File: src/rtl/clock_display_pkg.sv
// Shared types and segment constants for the clock display scanner.
package clock_display_pkg;

   typedef enum logic [1:0] {
      SLOT_HR_T = 2'd0,
      SLOT_HR_O = 2'd1,
      SLOT_MN_T = 2'd2,
      SLOT_MN_O = 2'd3
   } slot_t;

   // Segment bit 0 = a ... bit 6 = g, active-high
   localparam logic [6:0] SEG_0     = 7'h3F;
   localparam logic [6:0] SEG_1     = 7'h06;
   localparam logic [6:0] SEG_2     = 7'h5B;
   localparam logic [6:0] SEG_3     = 7'h4F;
   localparam logic [6:0] SEG_4     = 7'h66;
   localparam logic [6:0] SEG_5     = 7'h6D;
   localparam logic [6:0] SEG_6     = 7'h7D;
   localparam logic [6:0] SEG_7     = 7'h07;
   localparam logic [6:0] SEG_8     = 7'h7F;
   localparam logic [6:0] SEG_9     = 7'h6F;
   localparam logic [6:0] SEG_BLANK = 7'h00;
   localparam logic [6:0] SEG_DASH  = 7'h40;

   typedef struct packed {
      logic       hr_tens;
      logic [3:0] hr_ones;
      logic [2:0] min_tens;
      logic [3:0] min_ones;
      logic       pm;
   } time_t;

   localparam time_t TIME_RESET = '{hr_tens: 1'b1, hr_ones: 4'd2, min_tens: 3'd0,
                                    min_ones: 4'd0, pm: 1'b0};

endpackage

File: src/rtl/bcd_to_7seg.sv
// Combinational BCD digit to 7-segment decoder; non-BCD codes show a dash.
module bcd_to_7seg
   import clock_display_pkg::*;
(
   input  logic [3:0] bcd_i,
   output logic [6:0] seg_o
);

   always_comb begin
      seg_o = SEG_DASH;
      case (bcd_i)
         4'd0:    seg_o = SEG_0;
         4'd1:    seg_o = SEG_1;
         4'd2:    seg_o = SEG_2;
         4'd3:    seg_o = SEG_3;
         4'd4:    seg_o = SEG_4;
         4'd5:    seg_o = SEG_5;
         4'd6:    seg_o = SEG_6;
         4'd7:    seg_o = SEG_7;
         4'd8:    seg_o = SEG_8;
         4'd9:    seg_o = SEG_9;
         default: seg_o = SEG_DASH;
      endcase
   end

endmodule

File: src/rtl/clock_display_scan.sv
// 4-digit multiplexed display scanner with frame-coherent time snapshots.
// Optional macro COLON_BLINK_EN: slot-1 dp follows a sec_tick-toggled blink bit.
module clock_display_scan
   import clock_display_pkg::*;
#(
   parameter int unsigned SCAN_DIV     = 1024,
   parameter int unsigned BLANK_CYCLES = 16
) (
   input  logic       clk,
   input  logic       rst_n,
   input  logic       hr_tens,
   input  logic [3:0] hr_ones,
   input  logic [2:0] min_tens,
   input  logic [3:0] min_ones,
   input  logic       pm,
   input  logic       time_upd,
   input  logic       sec_tick,
   output logic [6:0] seg,
   output logic       dp,
   output logic [3:0] dig_sel
);

   localparam int unsigned CW = $clog2(SCAN_DIV);

   logic [CW-1:0] cnt_q, cnt_d;
   slot_t         slot_q, slot_d;
   time_t         stage_q, stage_d;
   time_t         snap_q, snap_d;
   logic          pending_q, pending_d;
   logic [6:0]    seg_q, seg_d;
   logic          dp_q, dp_d;
   logic [3:0]    dig_q, dig_d;

   time_t         time_in;
   logic          slot_last;
   logic          frame_end;
   logic          active;
   logic          colon;
   logic [3:0]    digit;
   logic [6:0]    dec_seg;

   assign time_in = '{hr_tens: hr_tens, hr_ones: hr_ones, min_tens: min_tens,
                      min_ones: min_ones, pm: pm};

`ifdef COLON_BLINK_EN
   logic blink_q;

   always_ff @(posedge clk or negedge rst_n) begin
      if (!rst_n) blink_q <= 1'b0;
      else if (sec_tick) blink_q <= ~blink_q;
   end

   assign colon = blink_q;
`else
   logic unused_sec_tick;
   assign unused_sec_tick = sec_tick;
   assign colon = 1'b1;
`endif

   always_ff @(posedge clk or negedge rst_n) begin
      if (!rst_n) begin
         cnt_q     <= '0;
         slot_q    <= SLOT_HR_T;
         stage_q   <= TIME_RESET;
         snap_q    <= TIME_RESET;
         pending_q <= 1'b0;
         seg_q     <= '0;
         dp_q      <= 1'b0;
         dig_q     <= '0;
      end else begin
         cnt_q     <= cnt_d;
         slot_q    <= slot_d;
         stage_q   <= stage_d;
         snap_q    <= snap_d;
         pending_q <= pending_d;
         seg_q     <= seg_d;
         dp_q      <= dp_d;
         dig_q     <= dig_d;
      end
   end

   assign slot_last = (cnt_q == CW'(SCAN_DIV - 1));
   assign frame_end = slot_last && (slot_q == SLOT_MN_O);
   assign active    = (cnt_q >= CW'(BLANK_CYCLES));

   // A boundary-coincident update bypasses staging so it lands in this frame edge.
   always_comb begin
      cnt_d     = cnt_q + 1'b1;
      slot_d    = slot_q;
      stage_d   = stage_q;
      snap_d    = snap_q;
      pending_d = pending_q;
      if (slot_last) begin
         cnt_d  = '0;
         slot_d = slot_t'(slot_q + 2'd1);
      end
      if (time_upd) begin
         stage_d   = time_in;
         pending_d = 1'b1;
      end
      if (frame_end) begin
         pending_d = 1'b0;
         if (time_upd)       snap_d = time_in;
         else if (pending_q) snap_d = stage_q;
      end
   end

   always_comb begin
      digit = snap_q.min_ones;
      case (slot_q)
         SLOT_HR_T: digit = {3'b000, snap_q.hr_tens};
         SLOT_HR_O: digit = snap_q.hr_ones;
         SLOT_MN_T: digit = {1'b0, snap_q.min_tens};
         SLOT_MN_O: digit = snap_q.min_ones;
         default:   digit = snap_q.min_ones;
      endcase
   end

   bcd_to_7seg u_dec (
      .bcd_i (digit),
      .seg_o (dec_seg)
   );

   always_comb begin
      seg_d = '0;
      dp_d  = 1'b0;
      dig_d = '0;
      if (active) begin
         dig_d = 4'b0001 << slot_q;
         seg_d = (slot_q == SLOT_HR_T && !snap_q.hr_tens) ? SEG_BLANK : dec_seg;
         case (slot_q)
            SLOT_HR_O: dp_d = colon;
            SLOT_MN_O: dp_d = snap_q.pm;
            default:   dp_d = 1'b0;
         endcase
      end
   end

   assign seg     = seg_q;
   assign dp      = dp_q;
   assign dig_sel = dig_q;

endmodule

File: config.mk
export PLATFORM = sky130hd
export DESIGN_NAME = clock_display_scan
export DESIGN_NICKNAME = d
export VERILOG_FILES = /design/src/rtl/clock_display_pkg.sv /design/src/rtl/bcd_to_7seg.sv /design/src/rtl/clock_display_scan.sv
export SDC_FILE = /design/constraint.sdc
export NUM_CORES = 1
export LEC_CHECK = 0
export BUFFER_PORTS_ARGS = -buffer_cell sky130_fd_sc_hd__buf_2
export CORE_ASPECT_RATIO = 1.25
export CORE_MARGIN = 3
export CORE_UTILIZATION = 45
export DETAILED_ROUTE_END_ITERATION = 8
export HOLD_SLACK_MARGIN = 0.12
export PLACE_DENSITY = 0.67
export SLEW_MARGIN = 20
export SYNTH_ARGS = -nofsm -noshare
export SYNTH_HDL_FRONTEND = slang
export SYNTH_SLANG_ARGS = --single-unit
File: constraint.sdc
create_clock -name clk -period 2 [get_ports clk]
set_input_delay 0.4 -clock clk [delete_from_list [all_inputs] [get_ports clk]]
set_output_delay 0.4 -clock clk [all_outputs]
set_load 0.1 [all_outputs]
==> impl_metrics.env, run 1 <==
export IMPL_status="complete, but fails checks"
export IMPL_violations="negative setup slack"
export IMPL_synth_cells=177
export IMPL_crit_fanout=5
export IMPL_htreeDepth=2
export IMPL_final_core_util=0.607
export IMPL_core_area_sq_mm=0.00483
export IMPL_critPathBufInv=1
export IMPL_synthFlopType="dfrtp_1"
export IMPL_dp_worst_setup_slack_ps=-82.1
export IMPL_synth_compound_area_frac=0.0633
export IMPL_cp_top_family="compound AO/OA/AOI/OAI gates"
export IMPL_wl_per_cell_um=13.7
export IMPL_cts_buffers=5
export IMPL_path_clk_slew_ps=90
export IMPL_rows=28
export IMPL_skew_ps=7.28
export IMPL_p_int_mw=1.46
export IMPL_layout_cell_area_non_filler_sq_mm=0.00294
export IMPL_maxCapViolations=0
export IMPL_die_area_sq_mm=0.00599
export IMPL_worstMarginPinSlew_ps=509
export IMPL_drv_slew=0
export IMPL_min_period_ps=2010
export IMPL_overflow=0
export IMPL_yosysWarnings=0
export IMPL_synth_nets=207
export IMPL_slowest_stage="dfrtp_2"
export IMPL_max_freq_mhz=498
export IMPL_via_count=1506
export IMPL_drt_iter0_markers=98
export IMPL_first_pass_iters=4
export IMPL_synth_cell_area_sq_mm=0.00229
export IMPL_final_common_cell="dfrtp_1"
export IMPL_worst_slew_margin_rel=0.661
export IMPL_hp_class="input pin to register"
export IMPL_critPathLaunchType="register"
export IMPL_root_buffer="clkbuf_8"
export IMPL_grt_pass1_wl_um=6990
export IMPL_vias_per_cell=4.97
export IMPL_antenna_found_initial=0
export IMPL_synth_mux_area_frac=0.153
export IMPL_path_cells="ha_4 > a222oi_1 > or2_4 > inv_2 > ha_2 > nor2b_1 > o21ai_1 > and3b_1"
export IMPL_tns_ps=-9.99
export IMPL_power_density_mw_per_mm2=642
export IMPL_grt_pass1_vias=1520
export IMPL_grt_max_degree=31
export IMPL_drc=0
export IMPL_io_pins=29
export IMPL_grt_usage=0.147
export IMPL_hold_viol=0
export IMPL_endpoint_kind="register"
export IMPL_drt_wl_total_um=4160
export IMPL_tritoncts="done"
export IMPL_synth_top_area_frac=0.513
export IMPL_place_area_sq_mm=0.00271
export IMPL_nNetsFinal=272
export IMPL_period_share=1.00
export IMPL_worstSetupPathType="register to register"
export IMPL_critPathMaxStageDelay_ps=460
export IMPL_area_growth_pct=28.0
export IMPL_synthAdderAreaFrac=0.0709
export IMPL_p_clk_frac=0.340
export IMPL_rsz0062_at_grt="true"
export IMPL_arrival_ps=2250
export IMPL_diodes=0
export IMPL_switchingPower_uw=429
export IMPL_synth_edf_count=0
export IMPL_ant_nets=0
export IMPL_setup_violations=1
export IMPL_seqPwrFrac=0.577
export IMPL_clock_sinks=51
export IMPL_start_util=0.474
export IMPL_worstPathRequired_ps=2240
export IMPL_synth_seq_area_share=0.559
export IMPL_die_w_um=69.9
export IMPL_synthTopCellsByArea="dfrtp_1 51%, mux2_2 8.3%, ha_1 7.1%, mux2_4 6.5%, dfstp_2 4.6%"
export IMPL_combPwrFrac=0.083
export IMPL_synth_area_leader_cell="dfrtp_1"
export IMPL_setup_ws_ps=-9.99
export IMPL_layout_common_cells="45 x dfrtp_1, 33 x buf_4, 27 x buf_2, 17 x mux2_2"
export IMPL_synthSimpleGateAreaFrac=0.0993
export IMPL_synth_xor_area_share=0.0306
export IMPL_clockBufferDepth=2
export IMPL_swShare=0.227
export IMPL_gp_congestion=0.784
export IMPL_leakage_nw=1.43
export IMPL_hpwl_um=2990
export IMPL_avgSynthCellArea_sq_um=13.0
export IMPL_vdd_drop_max_uv=304
export IMPL_final_layout_size_suffix_gt1_frac=0.481
export IMPL_die_h_um=85.8
export IMPL_insertion_delay_ps=300
export IMPL_synth_distinct_cells=37
export IMPL_synth_top_family_by_area="multiplexers"
export IMPL_io_buffers=27
export IMPL_synth_seq_cells=51
export IMPL_synthArstFlopShare=1.00
## state kept, by name (all words and copies together) (netlist names)
| register | count |
|---|---|
| cnt_q | 10 |
| slot_q | 2 |
| stage_q | 13 |
| dig_sel | 4 |
| seg | 7 |
| snap_q | 13 |
| pending_q | 1 |
| dp | 1 |
## power by group through the flow
stage	sequential (mW)	clock, mW	combinational [mW]
6_report	1.09	0.640	0.157
5_1_grt	1.09	0.696	0.172
4_1_cts	1.09	0.660	0.160
3_5_place_dp	1.11	0	0.158
3_3_place_gp	1.11	0	0.154
2_1_floorplan	1.14	0	0.0592
## metal layers
| metal | vias to the layer above | GRT usage | wire length (um) |
|---|---|---|---|
| met2 | 29 | 0.262 | 2200 |
| met4 | 0 | 0.0523 | 38 |
| li1 | 745 | - | - |
| met1 | 726 | 0.172 | 1760 |
| met3 | 6 | 0.0352 | 158 |
| met5 | - | 0 | 0 |
## timing repair
action / in CTS / in global routing
endpoints found under the hold margin: 20 / 0
pin swaps: 3 / 4
gates cloned: 0 / 0
gates resized for setup: 15 / 7
endpoints found under the setup margin: 5 / 12
hold buffers: 1 / 0
buffers inserted: 2 / 4
## cells by family after synthesis
family | Yosys count
buffers and inverters | 12
DFF | 51
adders and majority gates | 13
xor gates and xnor gates | 8
AOI/OAI and AO/OA | 23
muxes | 28
and+or+nand+nor | 42
## through the flow
stage,power (mW),hold WS [ps],cells
after floorplan,1.20,104,177
after global placement,1.26,395,288
after detailed placement,1.27,399,288
after CTS,1.91,339,299
after global routing,1.96,336,303
final,1.89,345,303
## cell type report
class	count	area [sq um]
fill	396	1900
multi-input combinational	114	1030
tap	60	75.1
timing repair buffer	63	424
inverter	7	26.3
sequential	51	1280
clock buffer	8	100
## cell usage after synthesis, drive strengths merged (2+ instances only)
cell type  count
dfrtp         47
mux2          27
ha            13
nor2          10
nand2          9
a21oi          7
inv            7
o21ai          7
and2           5
xnor2          5
dfstp          4
nand4          4
buf            3
nor2b          3
or2            3
xor2           3
a222oi         2
a22oi          2
and4           2
clkbuf         2
## final timing paths
kind | start | end | slack, ps | depth (start not counted)
max | slot_q[0] | seg[6] | -10 | 8
min | pm | stage_q[0] | 350 | 2
max reg2reg | slot_q[0] | seg[6] | -10 | 8
min reg2reg | snap_q[0] | dp | 490 | 1
max in group asynchronous | rst_n | snap_q[9] | 800 | 3
min in group asynchronous | rst_n | stage_q[1] | 600 | 2
Note: power is estimated with default switching activity, not from simulation.
==> run 2: changes to the inputs <==
--- a/config.mk
+++ b/config.mk
@@ -6,12 +6,15 @@
 export NUM_CORES = 1
 export LEC_CHECK = 0
 export BUFFER_PORTS_ARGS = -buffer_cell sky130_fd_sc_hd__buf_2
+export CAP_MARGIN = 15
+export CELL_PAD_IN_SITES_DETAIL_PLACEMENT = 1
+export CELL_PAD_IN_SITES_GLOBAL_PLACEMENT = 2
 export CORE_ASPECT_RATIO = 1.25
 export CORE_MARGIN = 3
-export CORE_UTILIZATION = 45
+export CORE_UTILIZATION = 35
 export DETAILED_ROUTE_END_ITERATION = 8
 export HOLD_SLACK_MARGIN = 0.12
-export PLACE_DENSITY = 0.67
+export PLACE_DENSITY_LB_ADDON = 0.1
 export SLEW_MARGIN = 20
 export SYNTH_ARGS = -nofsm -noshare
 export SYNTH_HDL_FRONTEND = slang
==> run 2 against run 1 <==
Net effect: final cell count increased by 5.0%; worst setup slack gained 34 ps; fmax rose by 1.7%; critical endpoint is now seg[4]; core utilization down 14 points; largest power group unchanged; sequential share of layout area up 0.34 points; routed wire length rose by 14%; critical path type unchanged; first-iteration DRC count shrank 58%; highest routed layer unchanged; non-clock buffer count is 10 lower; largest cell class unchanged; cell area fell by 0.77%; the flow now finishes without violations.
==> impl_metrics.env, run 2 (synthesis gave the netlist of run 1 again) <==
export IMPL_status="finished, final reports clean"
export IMPL_layout_common_cells="45 x dfrtp_1, 27 x buf_2, 22 x buf_4, 17 x mux2_2, 10 x mux2_4"
export IMPL_fin_cells=318
export IMPL_grt_max_degree=28
export IMPL_endpoint_kind="register"
export IMPL_hold_viol=0
export IMPL_die_area_sq_mm=0.00757
export IMPL_final_layout_size_suffix_gt1_frac=0.485
export IMPL_worstSetupPathType="register to register"
export IMPL_hp_class="input pin to register"
export IMPL_worstReg2RegEnd="seg[4]"
export IMPL_fillers=704
export IMPL_clockBufferDepth=2
export IMPL_path_cells="buf_6 > ha_4 > a222oi_1 > or2_4 > inv_4 > ha_4 > nand2_2 > nor2_2 > o311a_1"
export IMPL_crit_fanout=4
export IMPL_tns_ps=0
export IMPL_critPathMaxStageDelay_ps=460
export IMPL_worstMarginPinSlew_ps=610
export IMPL_rsz0062_at_grt="true"
export IMPL_io_buffers=27
export IMPL_diodes=0
export IMPL_total_power_mw=1.83
export IMPL_critPathLaunchType="register"
export IMPL_core_area_sq_mm=0.00625
export IMPL_final_common_cell="dfrtp_1"
export IMPL_grt_pass1_vias=1687
export IMPL_wl_per_cell_um=15.0
export IMPL_path_clk_slew_ps=90
export IMPL_tritoncts="done"
export IMPL_overflow=0
export IMPL_cp_top_family="compound AO/OA/AOI/OAI gates"
export IMPL_insertion_delay_ps=300
export IMPL_dp_cells=306
export IMPL_worstPathRequired_ps=2180
export IMPL_hp_start="min_tens[1]"
export IMPL_top_regs="snap_q (13), stage_q (13), cnt_q (10)"
export IMPL_drc=0
export IMPL_nNetsFinal=262
export IMPL_layout_cell_area_non_filler_sq_mm=0.00291
export IMPL_period_share=0.988
export IMPL_critPathBufInv=2
export IMPL_crit_cells=9
export IMPL_max_freq_mhz=506
export IMPL_maxCapViolations=0
export IMPL_start_util=0.367
export IMPL_ant_nets=0
export IMPL_place_area_sq_mm=0.00269
export IMPL_power_density_mw_per_mm2=628
export IMPL_antenna_found_initial=0
export IMPL_worst_slew_margin_rel=0.593
export IMPL_grt_usage=0.137
export IMPL_die_h_um=96.5
export IMPL_slowest_stage="dfrtp_2"
export IMPL_grt_pass1_wl_um=8180
export IMPL_root_buffer="clkbuf_8"
export IMPL_drt_wl_total_um=4760
export IMPL_area_growth_pct=27.1
export IMPL_cts_buffers=5
export IMPL_vdd_drop_max_uv=242
export IMPL_clock_sinks=51
export IMPL_r2r_start="slot_q[1]"
export IMPL_die_w_um=78.4
export IMPL_leakage_nw=1.38
export IMPL_drt_iter0_markers=41
export IMPL_cpMostUsedCell="ha_4"
export IMPL_hold_path_end="stage_q[6]"
export IMPL_via_count=1503
export IMPL_skew_ps=8.82
export IMPL_rrSetupSlack_ps=20
export IMPL_drv_slew=0
export IMPL_final_core_util=0.467
export IMPL_arrival_ps=2160
export IMPL_setup_violations=0
export IMPL_first_pass_iters=4
export IMPL_vias_per_cell=4.73
export IMPL_gp_congestion=0.714
export IMPL_r2r_worst_path_cells=9
export IMPL_htreeDepth=2
export IMPL_min_period_ps=1980
export IMPL_hpwl_um=3560
export IMPL_io_pins=29
export IMPL_min_delay_path_depth=2
export IMPL_rows=32
[run 2: routing by layer]
metal  track usage  wire length (um)  vias to the layer above  share of wire
met5             0                 0                        -              0
met4        0.0350                47                        0         0.0099
met3        0.0325               156                        5          0.033
met2         0.257              2650                       25           0.56
met1         0.157              1910                      752           0.40
li1              -                 -                      721              -
[run 2: worst register-to-register path, stage by stage (launching register included)]
cell and delay [ps]:
dfrtp_2 460, buf_6 140, ha_4 150, a222oi_1 310, or2_4 220, inv_4 50, ha_4 160, nand2_2 60
nor2_2 40, o311a_1 280
[run 2: through the flow]
stage	hold slack, ps	worst slack [ps]
global placement	426	-46.6
global route	325	-71.2
CTS	330	-18.9
detailed placement	443	-106
finish	338	24.2
floorplan	104	12.4
[run 2: final cells by class]
class | count | area, sq um | share of cell area
clock inverters | 2 | 16.3 | 0.00558
flip-flops and latches | 51 | 1280 | 0.441
inverters | 7 | 28.8 | 0.00988
repair buffers | 53 | 353 | 0.121
clock buffers | 6 | 72.6 | 0.0249
multi-input cells | 114 | 1050 | 0.362
well taps | 85 | 106 | 0.0365
[run 2: power breakdown]
group / switching, mW / internal, mW / total (mW) / leakage, nW
clock: 0.332 / 0.252 / 0.584 / 0.0418
combinational: 0.0918 / 0.0651 / 0.157 / 0.700
sequential: 0.0143 / 1.07 / 1.09 / 0.637
[run 2: what timing repair did]
action / in CTS / in global routing
hold buffers: 1 / 0
setup buffers: 2 / 2
setup endpoints to repair: 5 / 15
resized for setup: 15 / 18
hold endpoints to repair: 13 / 0
pin swaps: 4 / 8
[run 2: how the worst max path moves through the flow]
stage	startpoint	end	slack, ps
5_1_grt	slot_q[1]	seg[4]	-70
3_5_place_dp	slot_q[1]	seg[4]	-110
6_report	slot_q[1]	seg[4]	20
3_3_place_gp	slot_q[1]	seg[4]	-50
2_1_floorplan	slot_q[0]	seg[4]	10
4_1_cts	slot_q[1]	seg[4]	-20
